$ cat config.mk
export PLATFORM = sky130hd
export DESIGN_NAME = data_memory_param
export DESIGN_NICKNAME = d
export VERILOG_FILES = /design/src/rtl/data_memory_param.sv
export SDC_FILE = /design/constraint.sdc
export NUM_CORES = 1
export LEC_CHECK = 0
export ABC_AREA = 1
export BUFFER_PORTS_ARGS = -buffer_cell sky130_fd_sc_hd__buf_2
export CAP_MARGIN = 15
export CORE_UTILIZATION = 45
export DETAILED_ROUTE_END_ITERATION = 7
export SKIP_LAST_GASP = 1
export SLEW_MARGIN = 30
export SYNTH_ARGS = -nofsm -noshare
export SYNTH_HDL_FRONTEND = slang
export SYNTH_SLANG_ARGS = --single-unit
$ cat constraint.sdc
create_clock -name clock -period 1.61 [get_ports clock]
set_input_delay 0.161 -clock clock [delete_from_list [all_inputs] [get_ports clock]]
set_output_delay 0.161 -clock clock [all_outputs]
set_load 0.02 [all_outputs]
$ cat src/rtl/data_memory_param.sv
`default_nettype none
// data_memory_param: single-port synchronous data memory with a hardware clear sequencer.
// Rev 1.0
module data_memory_param #(
  parameter int DATA_WIDTH = 4,
  parameter int ADDR_WIDTH = 4,
  parameter bit RDW_MODE   = 1'b1
) (
  input  logic                  clock,
  input  logic                  reset,
  input  logic [ADDR_WIDTH-1:0] address,
  input  logic [DATA_WIDTH-1:0] data,
  input  logic                  wren,
  input  logic                  clear_req,
  output logic [DATA_WIDTH-1:0] q,
  output logic                  busy,
  output logic                  wr_ack
);

  localparam int DEPTH = 2 ** ADDR_WIDTH;
  localparam logic [ADDR_WIDTH-1:0] LAST_ADDR = ADDR_WIDTH'(DEPTH - 1);

  typedef enum logic [0:0] {
    S_CLEAR = 1'b0,
    S_IDLE  = 1'b1
  } state_t;

  state_t                  state_q, state_d;
  logic [ADDR_WIDTH-1:0]   clr_addr_q, clr_addr_d;
  logic [DATA_WIDTH-1:0]   q_q, q_d;
  logic                    wr_ack_q, wr_ack_d;
  logic [DATA_WIDTH-1:0]   mem_q [DEPTH];

  logic                    mem_we;
  logic [ADDR_WIDTH-1:0]   mem_addr;
  logic [DATA_WIDTH-1:0]   mem_wdata;
  logic [DATA_WIDTH-1:0]   rd_data;

  assign rd_data = mem_q[address];

  always_comb begin
    state_d    = state_q;
    clr_addr_d = clr_addr_q;
    q_d        = q_q;
    wr_ack_d   = 1'b0;
    mem_we     = 1'b0;
    mem_addr   = address;
    mem_wdata  = data;
    case (state_q)
      S_CLEAR: begin
        // The sequencer owns the write port; clr_addr wraps to 0 after the last location.
        mem_we     = 1'b1;
        mem_addr   = clr_addr_q;
        mem_wdata  = '0;
        q_d        = '0;
        clr_addr_d = clr_addr_q + ADDR_WIDTH'(1);
        if (clr_addr_q == LAST_ADDR) begin
          state_d = S_IDLE;
        end
      end
      S_IDLE: begin
        if (clear_req) begin
          state_d    = S_CLEAR;
          clr_addr_d = '0;
          q_d        = '0;
        end else begin
          mem_we   = wren;
          wr_ack_d = wren;
          q_d      = (wren && RDW_MODE) ? data : rd_data;
        end
      end
      default: begin
        state_d    = S_CLEAR;
        clr_addr_d = '0;
      end
    endcase
  end

  always_ff @(posedge clock or posedge reset) begin
    if (reset) begin
      state_q    <= S_CLEAR;
      clr_addr_q <= '0;
      q_q        <= '0;
      wr_ack_q   <= 1'b0;
    end else begin
      state_q    <= state_d;
      clr_addr_q <= clr_addr_d;
      q_q        <= q_d;
      wr_ack_q   <= wr_ack_d;
    end
  end

  // Array has no reset; the sequencer zeroes it after every reset.
  always_ff @(posedge clock) begin
    if (mem_we) begin
      mem_q[mem_addr] <= mem_wdata;
    end
  end

  assign q      = q_q;
  assign busy   = (state_q == S_CLEAR);
  assign wr_ack = wr_ack_q;

endmodule
`default_nettype wire

==> impl_results.md <==
- PnR worst setup slack: 0.00476 ns
- Placed inst area: 0.00357 sq mm
- Grt ovf: 0
- Reg2reg end: mem_q[6][2]
- Die Area: 0.00752 sq mm
- Site Rows: 30
- Syn Nets: 320
- First-iteration detailed-routing DRC count: 158
- Max-cap viol count: 0
- CTS tree: yes
- Worst path required time: 1.73 ns
- Avg Vias per Cell: 4.94
- Synthesis-to-finish area growth: 21.0%
- Worst setup EP type: flop
- Syn Inst Count: 307
- Worst r2r src: state_q
- Total Routing Usage GR: 20.4%
- # diodes: 0
- R2R Setup Slk: 0.005 ns
- Min cycle time layout: 1.61 ns
- Routed wire length: 7020 um
- Post-route cell area: 0.00391 sq mm
- Boundary pin count: 18
- Layout cell share with drive strength beyond 1: 26.3%
- Inserted Clock Buffers: 9
- Global-route wire length before repair: 10900 um
- CP Launch Type: flop
- Tightest Pin Transition: 0.398 ns
- CP max FO: 8
- Hold Path Class: in -> reg
- Design Power: 0.00675 W
- Crit path from: state_q
- Final Setup Violations: 0
- Vias in the first global route: 2129
- Worst ir drop on vdd: 0.725 mV
- Post-Syn Area per Cell: 10.5 sq um
- Residual DRC: 0
- Relative slew slack: 73.5%
- Sequential Area: 0.00217 sq mm
- Final count of hold timing violations: 0
- Pre-CTS WS: -0.0705 ns
- Sink Count: 74
- DIE HEIGHT: 86.7 um
- Area occupied by multi-input gates: 975 sq um
- Worst-Skew Late Latency: 0.35 ns
- CP Class: reg -> reg
- Initial Util: 47.0%
- Unrepaired setup endpoints after global routing: true
- Clk slew on worst S/H paths: 0.08 ns
- Skew final: 0.00818 ns
- Via count: 2242
- ANT nets after route: 0
- Leakage Power: 1.66 nW
- Overall die width: 86.7 um
- Wire per inst: 15.5 um
- Top post-synthesis cells by area: edfxtp_1, nand2_1, nand3_1, dfrtp_1, nor2_1
- H-tree depth: 3
- Top cell type's share of synthesized area: 59.5%
- Hpwl dp: 4800 um
- Fmax: 0.623 GHz
- Port-buffer cells: 17
- Initial antenna violation count: 0
- Largest area contributor in the netlist: edfxtp_1
- Period Utilization, post-route: 99.7%
- Pin count of the biggest net entering global routing: 25
- Commonest cells after routing, fill and taps aside: nand2_1, edfxtp_1, nand3_1
- PD cells: 1730 mW/mm^2
- YS warnings: 0
- Worst r2r path cells: 6
- Nets: 366
- Cell Area, Synth: 0.00323 sq mm
- Longest Clk Path Bufs: 2
- Crit path to: mem_q[6][2]
- Sequential area share after synthesis: 67.3%
- Commonest non-fill, non-tap cell in the layout: nand2_1
- Routability cong.: 0.799
- Status: finished, final reports clean
- Area of the core: 0.00687 sq mm
- Fillers: 595
- Critical Path AT: 1.72 ns
- Drt pass-1 iters: 4
- Slew Viols, Final: 0
- Synth cell types: 20
- Synthesized flop and latch total: 74
- Root cell of the clock tree: clkbuf_8
==> worst min path at each step <==
stage,start,end,cells past startpoint
final,wren,wr_ack,3
after floorplan,reset,clr_addr_q[0],1
after detailed placement,reset,clr_addr_q[2],2
after global routing,wren,wr_ack,3
after CTS,wren,wr_ack,3
after global placement,reset,clr_addr_q[2],2
==> flip-flops by register name, indices dropped and copies added, names as in the netlist <==
register and count:
mem_q 64, clr_addr_q 4, q 4, state_q 1, wr_ack 1
==> worst max-delay path: stages (launching register included) <==
cell     delay (ns)
dfrtp_2        0.49
buf_4          0.19
o21ai_4        0.19
inv_1          0.14
nand2_4        0.15
nor2_1         0.06
buf_4          0.15
==> through the flow <==
stage / TNS (ns) / cells / hold slack (ns) / util [%]
after floorplan: 0 / 307 / 0.00118 / -
after global placement: 0 / 436 / 0.156 / 51.9
after detailed placement: -0.551 / 436 / 0.164 / 51.9
after CTS: -0.723 / 453 / 0.0957 / 55.1
after global routing: -1.08 / 454 / 0.126 / 56.9
final: 0 / 454 / 0.115 / 56.9
==> synthesized netlist by cell type, drive strengths merged <==
cell	number
ha	1
edfxtp	64
inv	23
nand3	58
a21oi	4
nor2	29
o21ai	5
or2	1
mux2i	1
buf	13
dfrtp	10
nand2	98
==> routing by layer <==
| metal | vias up | global-route usage, % | share of wire [%] |
|---|---|---|---|
| met2 | 66 | 31.6 | 47 |
| met3 | 9 | 4.10 | 6.6 |
| met4 | 0 | 9.09 | 1.7 |
| li1 | 1120 | - | - |
| met1 | 1047 | 28.1 | 45 |
| met5 | - | 0 | 0 |
==> report_power, final <==
| group | switching (W) | internal (W) | leakage, nW |
|---|---|---|---|
| Sequential | 0.000185 | 0.00278 | 0.725 |
| Combinational | 0.00151 | 0.000790 | 0.839 |
| Clock | 0.000684 | 0.000798 | 0.0986 |
| Total | 0.00238 | 0.00437 | 1.66 |
==> layout make-up <==
| cell class | count | share of cell area, % |
|---|---|---|
| clock inverter | 4 | 1.28 |
| sequential | 74 | 55.6 |
| tap | 96 | 3.07 |
| multi-input combinational | 197 | 24.9 |
| inverter | 23 | 2.27 |
| timing repair buffer | 48 | 8.84 |
| clock buffer | 12 | 3.97 |
==> kinds of logic after synthesis <==
group / count (synthesis) / share of synthesized area [%]
buf+inv: 36 / 6.16
fa+ha+maj: 1 / 0.387
compound gates: 9 / 1.63
flops: 74 / 67.3
mux: 1 / 0.310
simple gates: 186 / 24.3
==> what timing repair did <==
item                                    in CTS  in global routing
pin swaps                                    0                  3
hold buffers                                 1                  0
endpoints found under the hold margin       10                  0
endpoints found under the setup margin      36                 64
gates resized for setup                      2                 30
buffers inserted                             0                  1
No activity file was read; power rests on OpenSTA's default activity.
